### config.mk
export PLATFORM = sky130hd
export DESIGN_NAME = alu_sequencer_flat
export DESIGN_NICKNAME = d
export VERILOG_FILES = /design/src/rtl/alu_sequencer_pkg.sv /design/src/rtl/alu_sequencer_if.sv /design/src/rtl/alu_sequencer_settle_timer.sv /design/src/rtl/alu_sequencer.sv /design/src/flat_wrapper.sv
export SDC_FILE = /design/constraint.sdc
export NUM_CORES = 1
export LEC_CHECK = 0
export ABC_AREA = 1
export BUFFER_PORTS_ARGS = -buffer_cell sky130_fd_sc_hd__buf_2
export CAP_MARGIN = 20
export CORE_MARGIN = 1
export CORE_UTILIZATION = 35
export DETAILED_ROUTE_END_ITERATION = 7
export GPL_TIMING_DRIVEN = 0
export PLACE_DENSITY = 0.58
export SLEW_MARGIN = 20
export SYNTH_ARGS = -nofsm -noshare
export SYNTH_HDL_FRONTEND = slang
export SYNTH_SLANG_ARGS = --single-unit
### constraint.sdc
create_clock -name clk -period 1.8 [get_ports clk]
set_input_delay 0.27 -clock clk [delete_from_list [all_inputs] [get_ports clk]]
set_output_delay 0.27 -clock clk [all_outputs]
set_load 0.02 [all_outputs]
### src/rtl/alu_sequencer_pkg.sv
// Shared types and constants for the ALU sequencer.
//   state_t   : sequencer FSM states (IDLE, SETTLE, RESP)
//   OP_*      : ALU opcode encodings the sequencer cares about
//   ERR_*     : bit positions inside the 2-bit ALU error word
package alu_seq_pkg;

    typedef enum logic [1:0] {
        ST_IDLE   = 2'd0,
        ST_SETTLE = 2'd1,
        ST_RESP   = 2'd2
    } state_t;

    localparam logic [3:0] OP_CLR = 4'b0000;
    localparam logic [3:0] OP_ADD = 4'b0010;
    localparam logic [3:0] OP_SUB = 4'b0011;
    localparam logic [3:0] OP_MUL = 4'b0100;
    localparam logic [3:0] OP_DIV = 4'b0101;
    localparam logic [3:0] OP_MOD = 4'b0110;

    localparam int ERR_OVF = 0;
    localparam int ERR_DZE = 1;

endpackage

### src/rtl/alu_sequencer_if.sv
// Bundle of every signal between the sequencer and its environment.
//   Command channel : cmd_valid, cmd_ready, cmd_op, cmd_a, cmd_b, cmd_acc
//   ALU side        : in1, in2, op (to ALU), out, err (from ALU)
//   Response channel: res_valid, res_ready, res_data, res_err
//   Status          : acc, err_sticky, opcount
// master = environment (command source, ALU, response sink)
// slave  = alu_sequencer
interface alu_sequencer_if;
    logic        cmd_valid;
    logic        cmd_ready;
    logic [3:0]  cmd_op;
    logic [15:0] cmd_a;
    logic [15:0] cmd_b;
    logic        cmd_acc;
    logic [15:0] in1;
    logic [15:0] in2;
    logic [3:0]  op;
    logic [31:0] out;
    logic [1:0]  err;
    logic        res_valid;
    logic        res_ready;
    logic [31:0] res_data;
    logic [1:0]  res_err;
    logic [31:0] acc;
    logic [1:0]  err_sticky;
    logic [15:0] opcount;

    modport master (
        output cmd_valid, cmd_op, cmd_a, cmd_b, cmd_acc, out, err, res_ready,
        input  cmd_ready, in1, in2, op, res_valid, res_data, res_err,
               acc, err_sticky, opcount
    );

    modport slave (
        input  cmd_valid, cmd_op, cmd_a, cmd_b, cmd_acc, out, err, res_ready,
        output cmd_ready, in1, in2, op, res_valid, res_data, res_err,
               acc, err_sticky, opcount
    );
endinterface

### src/rtl/alu_sequencer_settle_timer.sv
// settle_timer: 4-bit load/decrement counter used to time the ALU settle window.
//   clk, rst_n  : clock, synchronous active-low reset
//   load_i      : load load_val_i into the counter
//   load_val_i  : settle length (1..15)
//   en_i        : count down while asserted
//   done_o      : counter equals 1 (last settle cycle)
module settle_timer (
    input  logic       clk,
    input  logic       rst_n,
    input  logic       load_i,
    input  logic [3:0] load_val_i,
    input  logic       en_i,
    output logic       done_o
);
    logic [3:0] cnt_q;

    always_ff @(posedge clk) begin
        if (!rst_n) begin
            cnt_q <= 4'd0;
        end else if (load_i) begin
            cnt_q <= load_val_i;
        end else if (en_i && !done_o) begin
            cnt_q <= cnt_q - 4'd1;
        end
    end

    assign done_o = (cnt_q == 4'd1);
endmodule

### src/rtl/alu_sequencer.sv
// alu_sequencer: valid/ready front-end for a combinational ALU. Accepts a
// command, holds the ALU inputs for SETTLE_CYCLES, captures result/error into
// a response register and accumulator, then hands the response back.
//   clk, rst_n : clock, synchronous active-low reset
//   bus        : alu_sequencer_if.slave (command, ALU, response, status)
// Parameter SETTLE_CYCLES (1..15): cycles the ALU inputs settle before capture.
// Optional macro ALU_SEQ_ACC_FEEDBACK_EN: when defined, cmd_acc=1 selects
// acc[15:0] as operand A; otherwise cmd_acc is ignored.
module alu_sequencer
    import alu_seq_pkg::*;
#(
    parameter int SETTLE_CYCLES = 2
) (
    input logic           clk,
    input logic           rst_n,
    alu_sequencer_if.slave bus
);
    state_t      state_q;
    logic        cmd_ready_q;
    logic [15:0] in1_q, in2_q;
    logic [3:0]  op_q;
    logic        res_valid_q;
    logic [31:0] res_data_q;
    logic [1:0]  res_err_q;
    logic [31:0] acc_q;
    logic [1:0]  err_sticky_q;
    logic [15:0] opcount_q;

    logic        accept;
    logic        settle_done;
    logic [15:0] in1_d;

    assign accept = (state_q == ST_IDLE) && cmd_ready_q && bus.cmd_valid;

`ifdef ALU_SEQ_ACC_FEEDBACK_EN
    assign in1_d = bus.cmd_acc ? acc_q[15:0] : bus.cmd_a;
`else
    assign in1_d = bus.cmd_a;
    logic unused_cmd_acc;
    assign unused_cmd_acc = bus.cmd_acc;
`endif

    settle_timer u_timer (
        .clk        (clk),
        .rst_n      (rst_n),
        .load_i     (accept),
        .load_val_i (4'(SETTLE_CYCLES)),
        .en_i       (state_q == ST_SETTLE),
        .done_o     (settle_done)
    );

    always_ff @(posedge clk) begin
        if (!rst_n) begin
            state_q      <= ST_IDLE;
            cmd_ready_q  <= 1'b0;
            in1_q        <= '0;
            in2_q        <= '0;
            op_q         <= '0;
            res_valid_q  <= 1'b0;
            res_data_q   <= '0;
            res_err_q    <= '0;
            acc_q        <= '0;
            err_sticky_q <= '0;
            opcount_q    <= '0;
        end else begin
            case (state_q)
                ST_IDLE: begin
                    // cmd_ready rises one cycle after reset release
                    cmd_ready_q <= 1'b1;
                    if (accept) begin
                        in1_q       <= in1_d;
                        in2_q       <= bus.cmd_b;
                        op_q        <= bus.cmd_op;
                        cmd_ready_q <= 1'b0;
                        state_q     <= ST_SETTLE;
                    end
                end
                ST_SETTLE: begin
                    if (settle_done) begin
                        res_data_q  <= bus.out;
                        res_err_q   <= bus.err;
                        res_valid_q <= 1'b1;
                        state_q     <= ST_RESP;
                        // CLR wins over the sticky OR; errored results leave acc alone
                        if (op_q == OP_CLR) begin
                            acc_q        <= '0;
                            err_sticky_q <= '0;
                        end else begin
                            err_sticky_q <= err_sticky_q | bus.err;
                            if (bus.err == 2'b00) begin
                                acc_q <= bus.out;
                            end
                        end
                    end
                end
                ST_RESP: begin
                    if (bus.res_ready) begin
                        res_valid_q <= 1'b0;
                        opcount_q   <= opcount_q + 16'd1;
                        // ready again immediately so back-to-back period is SETTLE_CYCLES+2
                        cmd_ready_q <= 1'b1;
                        state_q     <= ST_IDLE;
                    end
                end
                default: state_q <= ST_IDLE;
            endcase
        end
    end

    assign bus.cmd_ready  = cmd_ready_q;
    assign bus.in1        = in1_q;
    assign bus.in2        = in2_q;
    assign bus.op         = op_q;
    assign bus.res_valid  = res_valid_q;
    assign bus.res_data   = res_data_q;
    assign bus.res_err    = res_err_q;
    assign bus.acc        = acc_q;
    assign bus.err_sticky = err_sticky_q;
    assign bus.opcount    = opcount_q;
endmodule

### src/flat_wrapper.sv
// flat-port wrapper written by rule: the top's interface ports become plain ports
module alu_sequencer_flat import alu_seq_pkg::*;
#(
    parameter int SETTLE_CYCLES = 2
)
  (clk, rst_n, bus_cmd_valid, bus_cmd_op, bus_cmd_a, bus_cmd_b, bus_cmd_acc, bus_out, bus_err, bus_res_ready, bus_cmd_ready, bus_in1, bus_in2, bus_op, bus_res_valid, bus_res_data, bus_res_err, bus_acc, bus_err_sticky, bus_opcount);
  alu_sequencer_if bus_i ();
  input logic clk;
  input logic rst_n;
  input wire logic [$bits(bus_i.cmd_valid)-1:0] bus_cmd_valid;
  input wire logic [$bits(bus_i.cmd_op)-1:0] bus_cmd_op;
  input wire logic [$bits(bus_i.cmd_a)-1:0] bus_cmd_a;
  input wire logic [$bits(bus_i.cmd_b)-1:0] bus_cmd_b;
  input wire logic [$bits(bus_i.cmd_acc)-1:0] bus_cmd_acc;
  input wire logic [$bits(bus_i.out)-1:0] bus_out;
  input wire logic [$bits(bus_i.err)-1:0] bus_err;
  input wire logic [$bits(bus_i.res_ready)-1:0] bus_res_ready;
  output wire logic [$bits(bus_i.cmd_ready)-1:0] bus_cmd_ready;
  output wire logic [$bits(bus_i.in1)-1:0] bus_in1;
  output wire logic [$bits(bus_i.in2)-1:0] bus_in2;
  output wire logic [$bits(bus_i.op)-1:0] bus_op;
  output wire logic [$bits(bus_i.res_valid)-1:0] bus_res_valid;
  output wire logic [$bits(bus_i.res_data)-1:0] bus_res_data;
  output wire logic [$bits(bus_i.res_err)-1:0] bus_res_err;
  output wire logic [$bits(bus_i.acc)-1:0] bus_acc;
  output wire logic [$bits(bus_i.err_sticky)-1:0] bus_err_sticky;
  output wire logic [$bits(bus_i.opcount)-1:0] bus_opcount;
  assign bus_i.cmd_valid = bus_cmd_valid;
  assign bus_i.cmd_op = bus_cmd_op;
  assign bus_i.cmd_a = bus_cmd_a;
  assign bus_i.cmd_b = bus_cmd_b;
  assign bus_i.cmd_acc = bus_cmd_acc;
  assign bus_i.out = bus_out;
  assign bus_i.err = bus_err;
  assign bus_i.res_ready = bus_res_ready;
  assign bus_cmd_ready = bus_i.cmd_ready;
  assign bus_in1 = bus_i.in1;
  assign bus_in2 = bus_i.in2;
  assign bus_op = bus_i.op;
  assign bus_res_valid = bus_i.res_valid;
  assign bus_res_data = bus_i.res_data;
  assign bus_res_err = bus_i.res_err;
  assign bus_acc = bus_i.acc;
  assign bus_err_sticky = bus_i.err_sticky;
  assign bus_opcount = bus_i.opcount;
  alu_sequencer #(.SETTLE_CYCLES(SETTLE_CYCLES)) u_core (.clk(clk), .rst_n(rst_n), .bus(bus_i));
endmodule
==> results of run 1 <==
## Yosys cell counts
cell type / number
dfxtp_1: 128
nand2_1: 126
nor2_1: 109
a21oi_1: 76
o21ai_0: 49
nand3_1: 44
inv_1: 26
buf_2: 20
clkbuf_1: 15
nor3_1: 4
buf_6: 3
ha_1: 3
inv_2: 3
nand4_1: 3
nor3_2: 2
nor3b_1: 2
o21a_1: 2
o21bai_1: 2
xor2_1: 2
and2_1: 1
buf_4: 1
clkinv_1: 1
nand3b_1: 1
nor2_2: 1
o21ai_1: 1
or2_2: 1
## layout make-up
class | instances | area share (%)
Timing Repair Buffer | 194 | 14.8
Multi-Input combinational cell | 429 | 29.2
Clock inverter | 10 | 2.03
Tap cell | 176 | 3.35
Clock buffer | 22 | 7.05
Buffer | 39 | 3.00
Inverter | 30 | 1.71
Sequential cell | 128 | 38.9
## placed cells by master, fill, tap and decap left out
master      Yosys  final
buf_2          20    214
dfxtp_1       128    128
nand2_1       126    126
nor2_1        109    109
a21oi_1        76     76
o21ai_0        49     49
nand3_1        44     44
inv_1          26     26
clkbuf_1       15     18
clkbuf_16       0     17
nor3_1          4      4
clkinv_2        0      4
inv_2           3      3
buf_6           3      3
nand4_1         3      3
ha_1            3      3
bufinv_16       0      3
nor3_2          2      2
nor3b_1         2      2
xor2_1          2      2
o21bai_1        2      2
o21a_1          2      2
clkbuf_8        0      2
clkinvlp_4      0      2
nor2_2          1      1
and2_1          1      1
buf_4           1      1
clkinv_1        1      1
o21ai_1         1      1
nand3b_1        1      1
or2_2           1      1
inv_6           0      1
## metal layers
layer  vias to the layer above  wire length [um]  global-route usage (%)
li1                       2452                 -                       -
met4                         0                70                    6.80
met5                         -                 0                       0
met1                      2195              6280                    25.4
met3                         4               630                    5.46
met2                       101              6850                    33.0
## worst paths after layout
kind	from	to	cells past startpoint
worst max register to register	u_core.u_timer.cnt_q[1]$_SDFFE_PN0P_	u_core.bus.res_data[23]$_SDFFE_PN0P_	7
worst min register to register	u_core.bus.err_sticky[0]$_SDFFE_PN0P_	u_core.bus.err_sticky[0]$_SDFFE_PN0P_	2
worst max-delay path	u_core.u_timer.cnt_q[1]$_SDFFE_PN0P_	u_core.bus.res_data[23]$_SDFFE_PN0P_	7
worst min-delay path	bus_cmd_b[0]	u_core.bus.in2[0]$_SDFFE_PN0P_	3
## sequential cells by signal (all words and copies together) (netlist names)
| signal | cells |
|---|---|
| u_core.bus.cmd_ready | 1 |
| u_core.u_timer.cnt_q | 4 |
| u_core.bus.err_sticky | 2 |
| u_core.bus.op | 4 |
| u_core.state_q | 2 |
| u_core.bus.acc | 32 |
| u_core.bus.in1 | 16 |
| u_core.bus.in2 | 16 |
| u_core.bus.opcount | 16 |
| u_core.bus.res_valid | 1 |
| u_core.bus.res_data | 32 |
| u_core.bus.res_err | 2 |
## worst register-to-register path, delay by kind of cell (launching register included)
family	cells	cell delay, ps
adder cells (fa/ha/maj)	1	200
flip-flops	1	350
AND/OR/NAND/NOR	2	210
buffers and inverters	3	590
AO/OA/AOI/OAI	1	150
## report_power, final
group          switching (mW)  total, mW  internal [mW]  leakage [nW]
clock network            1.21       3.45           2.24         0.290
logic                   0.391      0.607          0.216          1.63
registers              0.0469       2.97           2.93          1.04
## per-stage QoR
step / setup WS, ps / cell area (sq um)
6_report: 233 / 6580
5_1_grt: 16.6 / 6580
4_1_cts: 207 / 6580
3_5_place_dp: 234 / 5980
3_3_place_gp: 297 / 5980
2_1_floorplan: 343 / 4790
## kinds of logic (layout without fill, tap and decap cells)
family / after synthesis / in the layout
AND/OR/NAND/NOR: 294 / 294
AO/OA/AOI/OAI: 130 / 130
flip-flops: 128 / 128
buffers and inverters: 69 / 295
adder cells (fa/ha/maj): 3 / 3
XOR/XNOR: 2 / 2
==> impl_metrics.yaml, run 1 <==
grt:
  grt_overflow: 0
  grt_pass1_vias: 4413
  grt_pass1_wl_mm: 22.2
  grtUsageTotal_pct: 20.1
  grt_max_degree: 17
  antenna_found_initial: 0
synthesis:
  ys_seq_area_share_pct: 53.5
  synthTopCellsByArea: "dfxtp_1, nand2_1, nor2_1, a21oi_1, o21ai_0"
  avgSynthCellArea_sq_um: 7.65
  synth_top_area_cell: "dfxtp_1"
  synth_xor_area_share_pct: 0.366
  syn_nets: 704
  synth_compound_area_share_pct: 13.8
  ys_warn_count: 0
  synth.distinct_cells: 26
  synth-simple-area-share_pct: 25.1
  syn_area_sq_mm: 0.00479
  synth_cells: 626
  synth_fa_ha_area_share_pct: 0.783
  synth_top_family_by_area: "simple AND/OR/NAND/NOR gates"
  ys_seq_elements: 128
  synthMuxAreaShare_pct: 0
  yosysTopAreaCellShare_pct: 53.5
critical_path:
  cp.arrival_ps: 1900
  cp-start-kind: "flop"
  slowest_delay_ps: 350
  endpoint_kind: "flop"
  rrSetupSlack_ps: 230
  slowest_stage: "dfxtp_1"
  critPathBufInv: 3
  cp_max_fo: 10
  path_class: "reg -> reg"
  cp_top_family: "buffers and inverters"
  cp.required_ps: 2130
  cp_common_cell: "buf_2"
  crit_chain: "inv_1 > ha_1 > nand3_1 > buf_2 > buf_2 > nand2_1 > a21oi_1"
finish:
  drive_gt1_share_pct: 29.8
  final_cells: 1028
  multi_input_area_sq_mm: 0.00192
  diodes: 0
  postLayoutCoreUtil_pct: 49.5
  seq_area_sq_mm: 0.00256
  final_nets: 917
  syn2layout_area_growth_pct: 37.3
  fillers: 1316
sta:
  finalHoldViolations: 0
  drv_slew: 0
  rsz0062_at_grt: "false"
  fin_setup_tns_ps: 0
  skew_ps: 10.5
  max_freq_mhz: 638
  period_share_pct: 87.0
  setup_viol: 0
  relSlewSlack_pct: 63.3
  fin_crit_ps: 1570
  holdWs_ps: 111
  tightestPinTransition_ps: 551
route:
  routedWlPerCell_um: 13.5
  drtIter0Drc: 227
  via_per_inst: 4.62
  ant_nets: 0
  remaining_drc_errors: 0
  firstDrtPassIters: 4
  wl_mm: 13.8
  vias: 4752
clocking:
  cts.sinks: 128
  cts.reportedPaths.clkPinSlew_ps: 50
  cts_root_buffer: "clkbuf_16"
  ctsHoldBuffers: 0
  cts_resized: 0
  clockBufferDepth: 2
  htree_levels: 4
  numCtsBuffers: 17
  clk_latency_ps: 410
  cts_setup_buffers: 0
  cts_tree: "built"
placement:
  hpwl_mm: 10.3
  dp.cells: 996
  io_buffers: 194
  gp_congestion: 0.802
pwr:
  ir_drop_mv: 0.537
  total_power_mw: 7.03
  power_density_mw_per_mm2: 1070
  leakagePower_nw: 2.96
die:
  dieArea_sq_mm: 0.0142
  die_w_um: 119
  start_util_pct: 36.0
  ios: 197
  die_h_um: 119
  placementRows: 42
  coreArea_sq_mm: 0.0133
hold_path:
  hold_path_class: "in -> reg"
status:
  outcome: "complete, no violations"
run:
  maxCapViolCount: 0
Power figures use the tool's default switching activity.
==> run 2: changes to the inputs <==
Settings changed: CORE_UTILIZATION 35 to 48, PLACE_DENSITY 0.58 to 0.77, SKIP_CTS_REPAIR_TIMING from default to 1.
==> impl_metrics.yaml, run 2 (synthesized netlist as in run 1, its figures left out) <==
finish:
  fillers: 874
  diodes: 0
  seq_area_sq_mm: 0.00256
  layout_common_cells: "buf_2, dfxtp_1, nand2_1"
  final_common_cell: "buf_2"
  multi_input_area_sq_mm: 0.00192
  syn2layout_area_growth_pct: 36.7
  final_nets: 917
  drive_gt1_share_pct: 29.8
critical_path:
  cp.required_ps: 2230
  cp-start-kind: "flop"
  endpoint_kind: "flop"
  cp_top_family: "buffers and inverters"
  path_class: "reg -> reg"
  cp.arrival_ps: 2000
  rrSetupSlack_ps: 230
  cp_max_fo: 10
  cp_common_cell: "nand2_1"
  crit_chain: "inv_1 > ha_1 > nand3_1 > inv_2 > nand2_1 > buf_2 > nand2_1 > a21oi_1"
  slowest_stage: "dfxtp_1"
  critPathBufInv: 3
  slowest_delay_ps: 360
sta:
  relSlewSlack_pct: 60.7
  rsz0062_at_grt: "false"
  fin_crit_ps: 1570
  max_freq_mhz: 639
  setup_viol: 0
  finalHoldViolations: 0
  skew_ps: 8.59
  drv_slew: 0
  period_share_pct: 87.0
  tightestPinTransition_ps: 590
  fin_setup_tns_ps: 0
status:
  outcome: "complete, no violations"
pwr:
  ir_drop_mv: 0.678
  power_density_mw_per_mm2: 1090
  leakagePower_nw: 2.97
  total_power_mw: 7.14
die:
  placementRows: 36
  dieArea_sq_mm: 0.0104
  coreArea_sq_mm: 0.00973
  ios: 197
  die_h_um: 102
  die_w_um: 102
  start_util_pct: 49.2
clocking:
  numCtsBuffers: 17
  cts_tree: "built"
  clockBufferDepth: 2
  cts.sinks: 128
  cts.reportedPaths.clkPinSlew_ps: 60
  cts_root_buffer: "clkbuf_8"
  clk_latency_ps: 510
  htree_levels: 4
route:
  remaining_drc_errors: 0
  ant_nets: 0
  wl_mm: 13.2
  drtIter0Drc: 160
  via_per_inst: 5.01
  routedWlPerCell_um: 13.4
  firstDrtPassIters: 5
  vias: 4938
grt:
  grt_pass1_vias: 4593
  grt_max_degree: 17
  grt_overflow: 0
  grtUsageTotal_pct: 25.4
  antenna_found_initial: 0
  grt_pass1_wl_mm: 20.4
placement:
  gp_congestion: 0.814
  hpwl_mm: 9.81
  io_buffers: 194
hold_path:
  hold_path_class: "in -> reg"
run:
  maxCapViolCount: 0
-- run 2: changes by cell type in the layout (fill, tap and decap cells not counted) --
cell / previous run / this run
clkbuf_16: 17 / 16
bufinv_16: 3 / 4
clkinv_4: 0 / 2
inv_6: 1 / 0
clkbuf_8: 2 / 4
clkinv_2: 4 / 2
clkinvlp_4: 2 / 1
-- run 2: cell type report --
type                    instances  share of cell area [%]
inverters                      30                    1.72
clock inverters                 9                    2.37
clock buffers                  23                    7.13
multi-input cells             429                    29.3
well taps                     133                    2.54
plain buffers                  39                    3.02
flip-flops and latches        128                    39.1
repair buffers                194                    14.8
-- run 2: tightest hold or removal path, cell delays in order --
cell	delay (ps)
buf_2	70
o21ai_0	70
nor2_1	80
-- run 2: per-layer routing --
metal	vias to the layer above	share of wire (%)	GRT usage (%)	routed length, um
met1	2274	43	30.0	5730
met2	172	49	42.9	6500
met5	-	0	0	0
met4	0	2.4	11.4	313
met3	27	5.3	7.25	705
li1	2465	-	-	-
-- run 2: worst paths after layout --
check                                             start                                     to  cells after the start
setup / recovery   u_core.u_timer.cnt_q[1]$_SDFFE_PN0P_        u_core.bus.acc[20]$_SDFFE_PN0P_                      8
hold / removal                            bus_cmd_a[13]        u_core.bus.in1[13]$_SDFFE_PN0P_                      3
setup reg to reg   u_core.u_timer.cnt_q[1]$_SDFFE_PN0P_        u_core.bus.acc[20]$_SDFFE_PN0P_                      8
hold reg to reg   u_core.bus.err_sticky[0]$_SDFFE_PN0P_  u_core.bus.err_sticky[0]$_SDFFE_PN0P_                      2
-- run 2: where the power goes --
part / switching [mW] / internal (mW)
clock network: 1.20 / 2.36
logic: 0.387 / 0.216
registers: 0.0498 / 2.93
total: 1.64 / 5.50
-- run 2: metrics by stage --
step	hold slack [ps]	instances	utilization, %	setup WS [ps]	cell area (sq um)
2_1_floorplan	413	626	-	343	4790
3_3_place_gp	437	953	60.9	336	5930
3_5_place_dp	448	953	60.9	284	5930
4_1_cts	-1.24	985	67.3	227	6550
5_1_grt	1.00	985	67.3	101	6550
6_report	6.83	985	67.3	234	6550
